## src/rtl/pwm_multi.sv

```systemverilog
// Multi-channel PWM generator: one shared period counter, double-buffered period/duty updates at period boundaries.
// Optional complementary outputs with dead-time insertion when PWM_DEADTIME_EN is defined.
module pwm_multi #(
    parameter int unsigned NB  = 32,
    parameter int unsigned NCH = 4,
    parameter int unsigned DTW = 8
) (
    input  logic              clk,
    input  logic              i_reset,
    input  logic              i_enable,
    input  logic              i_load,
    input  logic [NB-1:0]     i_max_counter,
    input  logic [NCH*NB-1:0] i_max_duty,
`ifdef PWM_DEADTIME_EN
    input  logic [DTW-1:0]    i_deadtime,
    output logic [NCH-1:0]    o_pwm_n,
`endif
    output logic [NCH-1:0]    o_pwm,
    output logic              o_period_end,
    output logic              o_update_ack
);

    if (NCH < 1 || DTW < 1) begin : g_bad_params
        $error("pwm_multi: NCH and DTW must both be at least 1");
    end

    logic [NB-1:0]  cnt;
    logic [NB-1:0]  p_act;
    logic [NB-1:0]  d_act [NCH];
    logic           pending;

    logic           running;
    logic           at_end;
    logic           load_now;
    logic [NCH-1:0] raw;

    always_comb begin
        running  = i_enable && (p_act != '0);
        at_end   = running && (cnt == p_act - NB'(1));
        // A stopped or zero-period generator has no boundary to wait for, so loads apply at once.
        load_now = (i_load || pending) && (!i_enable || (p_act == '0) || at_end);
        raw      = '0;
        for (int unsigned k = 0; k < NCH; k++) begin
            raw[k] = running && (cnt < d_act[k]);
        end
    end

    always_ff @(posedge clk) begin
        if (i_reset) begin
            cnt          <= '0;
            p_act        <= '0;
            pending      <= 1'b0;
            o_period_end <= 1'b0;
            o_update_ack <= 1'b0;
            for (int unsigned k = 0; k < NCH; k++) begin
                d_act[k] <= '0;
            end
`ifndef PWM_DEADTIME_EN
            o_pwm        <= '0;
`endif
        end else begin
            if (running && !at_end) begin
                cnt <= cnt + NB'(1);
            end else begin
                cnt <= '0;
            end
            o_period_end <= at_end;
            o_update_ack <= load_now;
            if (load_now) begin
                p_act   <= i_max_counter;
                pending <= 1'b0;
                for (int unsigned k = 0; k < NCH; k++) begin
                    d_act[k] <= i_max_duty[k*NB +: NB];
                end
            end else if (i_load) begin
                pending <= 1'b1;
            end
`ifndef PWM_DEADTIME_EN
            o_pwm        <= raw;
`endif
        end
    end

`ifdef PWM_DEADTIME_EN
    logic [NCH-1:0] raw_q;
    logic [DTW-1:0] run_len [NCH];
    logic [NCH-1:0] settled;

    // run_len counts completed cycles that raw has held its previous level (saturating).
    always_comb begin
        settled = '0;
        for (int unsigned k = 0; k < NCH; k++) begin
            settled[k] = ((raw[k] == raw_q[k]) ? run_len[k] : '0) >= i_deadtime;
        end
    end

    always_ff @(posedge clk) begin
        if (i_reset) begin
            raw_q   <= '0;
            o_pwm   <= '0;
            o_pwm_n <= '0;
            for (int unsigned k = 0; k < NCH; k++) begin
                run_len[k] <= '0;
            end
        end else begin
            raw_q <= raw;
            for (int unsigned k = 0; k < NCH; k++) begin
                if (raw[k] != raw_q[k]) begin
                    run_len[k] <= DTW'(1);
                end else if (run_len[k] != '1) begin
                    run_len[k] <= run_len[k] + DTW'(1);
                end
                o_pwm[k]   <= raw[k] && settled[k];
                o_pwm_n[k] <= running && !raw[k] && settled[k];
            end
        end
    end
`endif

endmodule

```

## config.mk

```make
export PLATFORM = sky130hd
export DESIGN_NAME = pwm_multi
export DESIGN_NICKNAME = d
export VERILOG_FILES = /design/src/rtl/pwm_multi.sv
export SDC_FILE = /design/constraint.sdc
export NUM_CORES = 1
export LEC_CHECK = 0
export ABC_CLOCK_PERIOD_IN_PS = 7500
export BUFFER_PORTS_ARGS = -buffer_cell sky130_fd_sc_hd__buf_2
export CORE_MARGIN = 2
export CORE_UTILIZATION = 50
export CTS_CLUSTER_SIZE = 24
export DETAILED_ROUTE_END_ITERATION = 10
export GPL_TIMING_DRIVEN = 0
export PLACE_DENSITY_LB_ADDON = 0.1
export SLEW_MARGIN = 15
export SYNTH_ARGS = -nofsm -noshare
export SYNTH_HDL_FRONTEND = slang
export SYNTH_SLANG_ARGS = --single-unit
```

## constraint.sdc

```tcl
create_clock -name clk -period 7.5 [get_ports clk]
set_clock_uncertainty 0.2 [all_clocks]
set_input_delay 0.375 -clock clk [delete_from_list [all_inputs] [get_ports clk]]
set_output_delay 0.375 -clock clk [all_outputs]
set_load 0.02 [all_outputs]
```

Word-level counts from Yosys, hierarchy flattened
Memory sizes are Yosys's and may differ from the RTL's.
Index checks and enable logic that the tools add are counted.
Operators by class
  add/subtract/negate cells: 2
  multipliers: 0
  div/mod/pow operators: 0
  $lt $le $gt $ge: 4
  equality and inequality tests: 1
  shifts and indexed selects: 0
  muxes and demuxes: 9
  bitwise logic cells: 5
  reductions and logical operators: 17
Operators by type and width (count)
  32-bit less-than comparator: 4
  32-bit 2-to-1 mux: 4
  32-bit by 1-bit adder with 32-bit output, second input constant: 1
  32-bit equality test: 1
  32-bit zero test: 1
  32-bit nonzero test: 1
  32-bit by 1-bit subtractor with 32-bit output, second input constant: 1
  1-bit logical AND: 8
  1-bit 2-to-1 mux: 5
  1-bit OR: 4
  2-bit OR reduction: 2
  1-bit logical OR: 3
  1-bit zero test: 2
  1-bit inverter: 1
Storage, ports and cells
  register bits after elaboration: 71
  bits in latches: 0
  RAM bits: 128
  ROM bits: 0
  input bits: 164
  output and inout bits: 6
  logic and storage cells: 45
  memories: 1
Memory list
  d_act: words 4, bits a word 32, rd ports 4, clocked after Yosys merged registers in 0, wr ports 4, line 29  | logic [NB-1:0] d_act [NCH];

Depth between registers and ports, before layout
Gate-level depths: netlist of the first run.
  depth after elaboration: 9
  depth in mapped cells: 14
  depth with buffers taken out: 11

Worst setup path before layout of the first run
No wires, ideal clock.
  path kind: flip-flop to flip-flop
  start: reg p_act[0]
  end: mem d_act[0][0] (enable)
  library setup time: 0.433 ns
  arrival: 4.046 ns
  data required time: 6.867 ns
  path slack: 2.821 ns
  cell stages (with the launch flop): 12
  buffers on the path: 0
  clock period less this slack: 4.679 ns
  cell sequence: dfxtp_1 -> inv_1 -> ha_1 -> or3b_2 -> nor4_1 -> xnor2_1 -> o2111ai_1 -> a311oi_1 -> and4b_1 -> nand4_2 -> a21oi_2 -> or2_2
RTL lines
  start: declaration: line 28  | logic [NB-1:0] p_act;
  start signal: assignment: line 70  | p_act <= i_max_counter;
  end: declaration: line 29

==> results.sh, run 1 <==
export IMPL_crit_required_ps=7440
export IMPL_postCtsSetupBuffers=0
export IMPL_clock_sinks=199
export IMPL_vdd_ir_drop_max_v=0.000130
export IMPL_power_density_nw_per_um2=179
export IMPL_grt_start_max_net_pins=58
export IMPL_clk_path_buf_depth=2
export IMPL_hpwl_um=20700
export IMPL_synth_warnings=0
export IMPL_fmax_ghz=0.212
export IMPL_hold_viol=0
export IMPL_worstMarginPinSlew_ps=956
export IMPL_synth_edf_count=128
export IMPL_grt_pass1_vias=8228
export IMPL_max_cap_violations=0
export IMPL_path_max_fanout=57
export IMPL_drc=0
export IMPL_syn_area_um2=12000
export IMPL_gr_total_overflow=0
export IMPL_holdBufCountCts=46
export IMPL_synth_distinct_cells=61
export IMPL_drt_initial_drc_count=594
export IMPL_area_growth_pct=19.4
export IMPL_synthArstFlopShare=0
export IMPL_nets=1704
export IMPL_p_leak_nw=6.49
export IMPL_clk_pin_slew_ps=80
export IMPL_drive_above_1_share=0.163
export IMPL_num_rows=56
export IMPL_cts_tree="done"
export IMPL_dieArea_um2=25200
export IMPL_worstPathArrival_ps=4660
export IMPL_slew_violations=0
export IMPL_cts_resized=0
export IMPL_numCtsBuffers=17
export IMPL_port_buffers=169
export IMPL_min_path_type="input pin to flip-flop"
export IMPL_wl_per_cell_um=15.8
export IMPL_io_pins=170
export IMPL_die_x_um=159
export IMPL_min_period_ps=4720
export IMPL_rsz0062_at_grt="no"
export IMPL_synth_seq_cells=199
export IMPL_ys_seq_area_frac=0.440
export IMPL_finalSetupTns_ps=0
export IMPL_slew_headroom=0.354
export IMPL_setup_viol=0
export IMPL_vias=8879
export IMPL_path_class="flip-flop to flip-flop"
export IMPL_grt_pass1_wl_um=42200
export IMPL_drt_pass1_iterations=4
export IMPL_die_y_um=159
export IMPL_root_buffer="clkbuf_16"
export IMPL_ant_nets=0
export IMPL_synthCells=1177
export IMPL_outcome="finished clean"
export IMPL_clock_latency_ps=450
export IMPL_diodes=0
export IMPL_gp_congestion=0.905
export IMPL_syn_nets=1467
export IMPL_totalPowerFinal_mw=2.55
export IMPL_h_tree_depth=4
export IMPL_end_kind="flip-flop"
export IMPL_core_um2=23500
export IMPL_min_period_over_period=0.629
export IMPL_drt_total_wl_um=27600
export IMPL_grt_usage=0.223
export IMPL_synthFlopType="edfxtp_1"
export IMPL_postSynthAreaPerCell_um2=10.2
export IMPL_viasPerCell=5.09
export IMPL_crit_path_start_kind="flip-flop"
export IMPL_start_util=0.509
export IMPL_antenna_found_initial=0
-- flip-flops by register name, summed over array words and instances, names as in the netlist --
name          flops
o_update_ack      1
o_pwm             4
p_act            32
cnt              32
pending           1
o_period_end      1
d_act           128
-- synth_stat cells (4+ instances only) --
library cell	n	area share
xor2_1	29	0.021
a21oi_1	34	0.014
o2111ai_1	5	0.0037
o21ai_0	23	0.0096
a211oi_1	11	0.0069
nor4_2	4	0.0042
and3_1	7	0.0037
mux2i_1	34	0.028
a21o_1	46	0.029
nor2b_1	13	0.0068
inv_1	132	0.041
clkbuf_1	20	0.0063
xnor2_1	39	0.029
and4_1	5	0.0037
and2_1	131	0.069
nand3_1	28	0.012
nor2_1	60	0.019
nand2_1	25	0.0079
o211ai_1	4	0.0025
nor3_1	16	0.0067
nand2b_1	75	0.039
buf_2	15	0.0063
edfxtp_1	128	0.32
nor4_1	6	0.0031
dfxtp_1	71	0.12
or4_1	4	0.0025
ha_1	126	0.13
or3_1	6	0.0031
a31oi_1	7	0.0037
nand4_1	30	0.016
-- logic make-up (layout without fill, tap and decap cells) --
family,count (synthesis),count (layout),share of synthesized area
adders and majority gates,126,126,0.132
muxes,34,34,0.0285
AOI/OAI and AO/OA,155,155,0.0879
and+or+nand+nor,424,424,0.205
buffers and inverters,171,421,0.0562
DFF,199,199,0.440
xor gates and xnor gates,68,68,0.0498
-- layer usage --
metal | wire (um) | share of wire | GRT usage | vias up
met5 | 0 | 0 | 0 | -
met4 | 580 | 0.021 | 0.0704 | 0
met3 | 1220 | 0.044 | 0.0351 | 33
met2 | 12500 | 0.45 | 0.361 | 209
met1 | 13200 | 0.48 | 0.306 | 4073
li1 | - | - | - | 4564
-- critical path, stage by stage (launching register included) --
cell and delay, ps:
dfxtp_1 390, inv_1 90, ha_1 190, nor3b_1 420, and4_1 240, buf_2 220
nand3_1 90, o31ai_1 300, nand3_1 140, and4b_1 280, nand4_2 210, a21oi_2 410
or2_4 550, buf_16 340, buf_12 260
-- area by class of cell --
class | instances | area (um2)
Buffer | 39 | 176
Clock buffer | 19 | 443
Clock inverter | 13 | 113
Fill cell | 2011 | 9200
Inverter | 132 | 495
Multi-Input combinational cell | 807 | 6020
Sequential cell | 199 | 5270
Tap cell | 319 | 399
Timing Repair Buffer | 218 | 1360
-- through the flow --
| step | instance area [um2] | utilization | hold WS [ps] | cells | setup WS [ps] |
|---|---|---|---|---|---|
| after floorplan | 12000 | - | 269 | 1177 | 2820 |
| after global placement | 13200 | 0.562 | 287 | 1665 | 1480 |
| after detailed placement | 13200 | 0.564 | 295 | 1667 | 2720 |
| after CTS | 14300 | 0.608 | 0.0621 | 1745 | 2700 |
| after global routing | 14300 | 0.608 | 1.42 | 1746 | 2430 |
| final | 14300 | 0.608 | 2.63 | 1746 | 2780 |
-- where the power goes --
| part | internal (mW) | switching [mW] |
|---|---|---|
| logic | 0.180 | 0.206 |
| registers | 1.24 | 0.0341 |
| clock network | 0.445 | 0.444 |
| total | 1.86 | 0.684 |
-- cells in the final DEF, fill, tap and decap left out, drive strengths merged, types with 3 or more instances in the layout --
| cell | instances |
|---|---|
| ha | 126 |
| nor4 | 10 |
| clkbuf | 39 |
| a31oi | 7 |
| o211ai | 4 |
| buf | 190 |
| nor2b | 13 |
| xor2 | 29 |
| a21o | 46 |
| a21oi | 35 |
| or4 | 4 |
| nand4 | 31 |
| xnor2 | 39 |
| and3 | 7 |
| o21ai | 23 |
| nor2 | 61 |
| or2 | 3 |
| dlygate4sd3 | 47 |
| o2111ai | 5 |
| nand2b | 75 |
| or3 | 6 |
| nand2 | 25 |
| dfxtp | 71 |
| inv | 139 |
| o41ai | 3 |
| nor3 | 17 |
| and2 | 132 |
| and4 | 5 |
| mux2i | 34 |
| nand3 | 28 |
| edfxtp | 128 |
| a211oi | 12 |
| clkinv | 4 |
-- final timing paths --
kind	from	endpoint	slack (ps)	cells past startpoint
min reg2reg	pending	pending	300	2
min	i_max_duty[83]	d_act[2][19]	3	2
max reg2reg	p_act[0]	d_act[2][9]	2780	14
max	p_act[0]	d_act[2][9]	2780	14
Note: power is estimated with default switching activity, not from simulation.
==> run 2, diff against run 1 <==
--- a/config.mk
+++ b/config.mk
@@ -5,7 +5,7 @@
 export SDC_FILE = /design/constraint.sdc
 export NUM_CORES = 1
 export LEC_CHECK = 0
-export ABC_CLOCK_PERIOD_IN_PS = 7500
+export ABC_CLOCK_PERIOD_IN_PS = 3800
 export BUFFER_PORTS_ARGS = -buffer_cell sky130_fd_sc_hd__buf_2
 export CORE_MARGIN = 2
 export CORE_UTILIZATION = 50
==> constraint.sdc (replaced) <==
create_clock -name clk -period 3.8 [get_ports clk]
set_clock_uncertainty 0.2 [all_clocks]
set_input_delay 0.19 -clock clk [delete_from_list [all_inputs] [get_ports clk]]
set_output_delay 0.19 -clock clk [all_outputs]
set_load 0.02 [all_outputs]
==> results.sh, run 2 (same netlist as run 1, synthesis figures left out) <==
export IMPL_nFillCells=1834
export IMPL_path_class="flip-flop to flip-flop"
export IMPL_gp_congestion=0.872
export IMPL_area_growth_pct=31.2
export IMPL_p_int_mw=3.85
export IMPL_pwr_share_clk=0.347
export IMPL_final_common_cell="buf_2"
export IMPL_max_cap_violations=0
export IMPL_min_to="o_update_ack"
export IMPL_stdcell_area_um2=15700
export IMPL_p_leak_nw=7.04
export IMPL_vdd_ir_drop_max_v=0.000181
export IMPL_path_max_fanout=19
export IMPL_switching_share=0.269
export IMPL_gr_total_overflow=0
export IMPL_seqCellArea_um2=5270
export IMPL_cts_tree="done"
export IMPL_dp_cells=1667
export IMPL_r2r_cells=11
export IMPL_drt_pass1_iterations=5
export IMPL_power_density_nw_per_um2=335
export IMPL_diodes=0
export IMPL_wl_per_cell_um=16.2
export IMPL_dieArea_um2=25200
export IMPL_rrSetupSlack_ps=200
export IMPL_antenna_found_initial=0
export IMPL_seq_power_share=0.479
export IMPL_slew_headroom=0.249
export IMPL_setup_viol=0
export IMPL_drt_total_wl_um=30200
export IMPL_core_um2=23500
export IMPL_ant_nets=0
export IMPL_h_tree_depth=4
export IMPL_largest_reg_flops=128
export IMPL_grt_pass1_wl_um=47000
export IMPL_rsz0062_at_grt="no"
export IMPL_num_rows=56
export IMPL_mostFrequentLayoutCells="170 x buf_2, 162 x dlygate4sd3_1, 131 x and2_1"
export IMPL_start_util=0.509
export IMPL_clk_path_buf_depth=2
export IMPL_crit_path_start_kind="flip-flop"
export IMPL_min_period_over_period=0.946
export IMPL_hpwl_um=20900
export IMPL_hold_depth=4
export IMPL_routed_wl_met3_um=1320
export IMPL_slew_violations=0
export IMPL_die_x_um=159
export IMPL_grt_usage=0.247
export IMPL_wl_met2_um=14100
export IMPL_largestRegisters="d_act: 128 flops, cnt: 32 flops, p_act: 32 flops"
export IMPL_post_route_util=0.668
export IMPL_nets=1824
export IMPL_end_kind="flip-flop"
export IMPL_crit_required_ps=3880
export IMPL_regMostFlops="d_act"
export IMPL_clock_sinks=199
export IMPL_min_period_ps=3600
export IMPL_r2r_start="p_act[18]"
export IMPL_port_buffers=169
export IMPL_m1WireLength_um=13900
export IMPL_drive_above_1_share=0.164
export IMPL_fin_cells=1866
export IMPL_placed_cell_area_um2=13300
export IMPL_multiInputGateArea_um2=6160
export IMPL_drc=0
export IMPL_worstMarginPinSlew_ps=1110
export IMPL_min_path_type="input pin to flip-flop"
export IMPL_fmax_ghz=0.278
export IMPL_viasPerCell=5.10
export IMPL_die_y_um=159
export IMPL_grt_start_max_net_pins=55
export IMPL_switchingPower_mw=1.41
export IMPL_root_buffer="clkbuf_16"
export IMPL_hold_viol=0
export IMPL_numCtsBuffers=17
export IMPL_clk_pin_slew_ps=80
export IMPL_worstPathArrival_ps=3670
export IMPL_io_pins=170
export IMPL_drt_initial_drc_count=609
export IMPL_clock_latency_ps=440
export IMPL_power_frac_comb=0.174
export IMPL_grt_pass1_vias=9375
export IMPL_worstHoldStart="i_reset"
export IMPL_timing_rr_end="d_act[3][12]"
export IMPL_topRoutingLayerUsed="met4"
export IMPL_outcome="finished clean"
export IMPL_vias=9515
## run 2: changes by cell type in the layout (fill, tap and decap cells not counted), moves of 3 or more
cell	change
nor4_2	-4
buf_4	+10
buf_2	-14
dfxtp_1	-4
nor4_4	+5
clkbuf_4	+8
dfxtp_2	+3
dlygate4sd3_1	+115
## run 2: routing by layer
layer / track usage / up-vias
met5: 0 / -
met4: 0.0858 / 0
met3: 0.0338 / 50
met2: 0.416 / 263
met1: 0.327 / 4396
li1: - / 4806
## run 2: power by group through the flow
stage                     clock [mW]  combinational [mW]  sequential [mW]
after floorplan                    0               0.500             2.55
after global placement             0               0.721             2.56
after detailed placement           0               0.743             2.56
after CTS                       1.86               0.891             2.52
after global routing            1.94                1.02             2.54
final                           1.83               0.914             2.52
## run 2: critical path: stages (launching register included)
cell and delay, ps:
dfxtp_1 400, nor3_2 360, nand4_1 210, or3_1 380, a2111o_1 400, nand3_1 80
and4b_1 250, nand4_4 190, a211oi_4 260, buf_4 190, buf_4 270, and2_1 230
## run 2: layout make-up
type,count,share of cell area
buffer,37,0.0130
inverter,132,0.0316
clock buffer,18,0.0274
multi-input combinational,808,0.393
sequential,199,0.336
clock inverter,14,0.00997
tap,319,0.0254
timing repair buffer,339,0.164
## run 2: what timing repair did
item	in CTS	in global routing
hold buffers	162	0
setup buffers	6	0
cloned	1	0
pin swaps	2	1
endpoints found under the setup margin	256	163
endpoints found under the hold margin	162	0
resized for setup	9	23
## run 2: how the worst max path moves through the flow
stage / start / to / slack, ps / cells past startpoint
6_report: p_act[18] / d_act[3][12] / 200 / 11
5_1_grt: p_act[1] / d_act[0][13] / 10 / 14
4_1_cts: p_act[1] / d_act[1][28] / -1 / 15
3_5_place_dp: p_act[4] / d_act[3][12] / -500 / 11
3_3_place_gp: p_act[4] / d_act[1][19] / -1000 / 9
2_1_floorplan: p_act[0] / d_act[0][0] / -100 / 11
## run 2: metrics by stage
stage | hold WS [ps] | power, mW | TNS [ps] | setup slack [ps]
6_report | 183 | 5.26 | 0 | 204
5_1_grt | 183 | 5.49 | 0 | 12.1
4_1_cts | 209 | 5.26 | -1.16 | -1.16
3_5_place_dp | 256 | 3.31 | -72340 | -503
3_3_place_gp | 257 | 3.29 | -162290 | -1000
2_1_floorplan | 135 | 3.05 | -12380 | -96.7
==> run 3, diff against run 2 <==
--- a/config.mk
+++ b/config.mk
@@ -7,8 +7,10 @@
 export LEC_CHECK = 0
 export ABC_CLOCK_PERIOD_IN_PS = 3800
 export BUFFER_PORTS_ARGS = -buffer_cell sky130_fd_sc_hd__buf_2
+export CELL_PAD_IN_SITES_DETAIL_PLACEMENT = 0
+export CELL_PAD_IN_SITES_GLOBAL_PLACEMENT = 1
 export CORE_MARGIN = 2
-export CORE_UTILIZATION = 50
+export CORE_UTILIZATION = 41
 export CTS_CLUSTER_SIZE = 24
 export DETAILED_ROUTE_END_ITERATION = 10
 export GPL_TIMING_DRIVEN = 0
==> results.sh, run 3 (same netlist as run 1, synthesis figures left out) <==
export IMPL_antenna_found_initial=0
export IMPL_r2r_start="p_act[18]"
export IMPL_finalSetupTns_ps=0
export IMPL_clk_path_buf_depth=2
export IMPL_io_pins=170
export IMPL_multiInputGateArea_um2=6170
export IMPL_h_tree_depth=4
export IMPL_path_max_fanout=10
export IMPL_max_cap_violations=0
export IMPL_clock_latency_ps=440
export IMPL_nFillCells=2579
export IMPL_hold_depth=4
export IMPL_clk_pin_slew_ps=80
export IMPL_numCtsBuffers=17
export IMPL_fmax_ghz=0.279
export IMPL_setup_viol=0
export IMPL_start_util=0.416
export IMPL_setup_ws_ps=212
export IMPL_largestRegisters="d_act: 128 flops, cnt: 32 flops, p_act: 32 flops"
export IMPL_gr_total_overflow=0
export IMPL_min_to="o_update_ack"
export IMPL_switching_share=0.270
export IMPL_mostFrequentLayoutCells="175 x buf_2, 162 x dlygate4sd3_1, 131 x and2_1"
export IMPL_crit_path_start_kind="flip-flop"
export IMPL_nets=1829
export IMPL_drt_pass1_iterations=5
export IMPL_dieArea_um2=30500
export IMPL_die_y_um=175
export IMPL_r2r_cells=12
export IMPL_drc=0
export IMPL_viasPerCell=4.82
export IMPL_min_path_type="input pin to flip-flop"
export IMPL_hold_viol=0
export IMPL_min_period_ps=3590
export IMPL_totalPowerFinal_mw=5.24
export IMPL_drt_initial_drc_count=525
export IMPL_worstPathArrival_ps=3670
export IMPL_min_period_over_period=0.944
export IMPL_hpwl_um=22100
export IMPL_cts_tree="done"
export IMPL_drt_total_wl_um=30800
export IMPL_grt_pass1_vias=9378
export IMPL_path_class="flip-flop to flip-flop"
export IMPL_grt_usage=0.206
export IMPL_largest_reg_flops=128
export IMPL_regMostFlops="d_act"
export IMPL_rrSetupSlack_ps=210
export IMPL_area_growth_pct=32.4
export IMPL_wl_per_cell_um=15.9
export IMPL_seq_power_share=0.482
export IMPL_diodes=0
export IMPL_worstMarginPinSlew_ps=831
export IMPL_power_frac_comb=0.176
export IMPL_outcome="finished clean"
export IMPL_core_um2=28700
export IMPL_slew_headroom=0.442
export IMPL_seqCellArea_um2=5270
export IMPL_timing_rr_end="d_act[2][11]"
export IMPL_worstHoldStart="i_reset"
export IMPL_ant_nets=0
export IMPL_gp_congestion=0.845
export IMPL_pwr_share_clk=0.343
export IMPL_root_buffer="clkbuf_16"
export IMPL_final_common_cell="buf_2"
export IMPL_slew_violations=0
export IMPL_power_density_nw_per_um2=331
export IMPL_hold_ws_ps=186
export IMPL_vias=9341
export IMPL_grt_start_max_net_pins=39
export IMPL_p_leak_nw=7.08
export IMPL_p_int_mw=3.83
export IMPL_vdd_ir_drop_max_v=0.000297
export IMPL_port_buffers=169
export IMPL_end_kind="flip-flop"
export IMPL_clock_sinks=199
export IMPL_switchingPower_mw=1.41
export IMPL_crit_required_ps=3880
export IMPL_num_rows=62
export IMPL_drive_above_1_share=0.169
export IMPL_grt_pass1_wl_um=48800
export IMPL_rsz0062_at_grt="no"
export IMPL_die_x_um=175
export IMPL_post_place_ws_ps=-537
-- run 3: cell types whose count changed in the layout (fill, tap and decap cells not counted), moves of 3 or more --
cell      before  now
clkbuf_4       8    2
buf_2        170  175
buf_12         0    3
buf_4         13   17
-- run 3: what timing repair did --
action	in CTS	in global routing
hold buffers	162	0
cloned	2	0
gates resized for setup	12	22
endpoints found under the hold margin	162	0
setup endpoints to repair	256	256
setup buffers	6	5
pin swaps	2	6
-- run 3: power groups by stage --
stage	combinational (mW)	sequential (mW)	clock, mW
6_report	0.919	2.52	1.80
5_1_grt	1.03	2.54	1.91
4_1_cts	0.912	2.52	1.84
3_5_place_dp	0.750	2.57	0
3_3_place_gp	0.731	2.57	0
2_1_floorplan	0.500	2.55	0
-- run 3: per-stage QoR --
stage                     utilization  area (um2)  cells
after CTS                       0.548       15700   1933
after global routing            0.551       15800   1936
after floorplan                     -       12000   1177
after detailed placement        0.467       13400   1732
final                           0.551       15800   1936
after global placement          0.465       13300   1730
-- run 3: critical path, stage by stage, from the launching register on --
cell and delay, ps:
dfxtp_1 400, nor3_2 350, nand4_1 210, or3_1 380
a2111o_1 400, nand3_1 80, and4b_2 270, nand4_4 170
a211oi_4 250, buf_4 180, buf_6 160, clkbuf_4 190
and2_1 170
-- run 3: cell type report --
type,instances,share of cell area
timing repair buffer,345,0.167
inverter,132,0.0313
buffer,36,0.0119
multi-input combinational,808,0.390
clock buffer,20,0.0289
clock inverter,12,0.00680
tap,384,0.0304
sequential,199,0.333
-- run 3: layer usage --
layer  track usage  wire (um)  up-vias
met1         0.277      14900     4317
met4        0.0538        444        0
li1              -          -     4815
met2         0.348      14500      185
met3        0.0296        995       24
met5             0          0        -
-- run 3: worst max-delay path by stage --
stage                        end      start
floorplan            d_act[0][0]   p_act[0]
finish              d_act[2][11]  p_act[18]
global placement    d_act[3][26]   p_act[2]
global route         d_act[3][7]   p_act[1]
CTS                 d_act[2][27]   p_act[2]
detailed placement  d_act[3][12]   p_act[2]
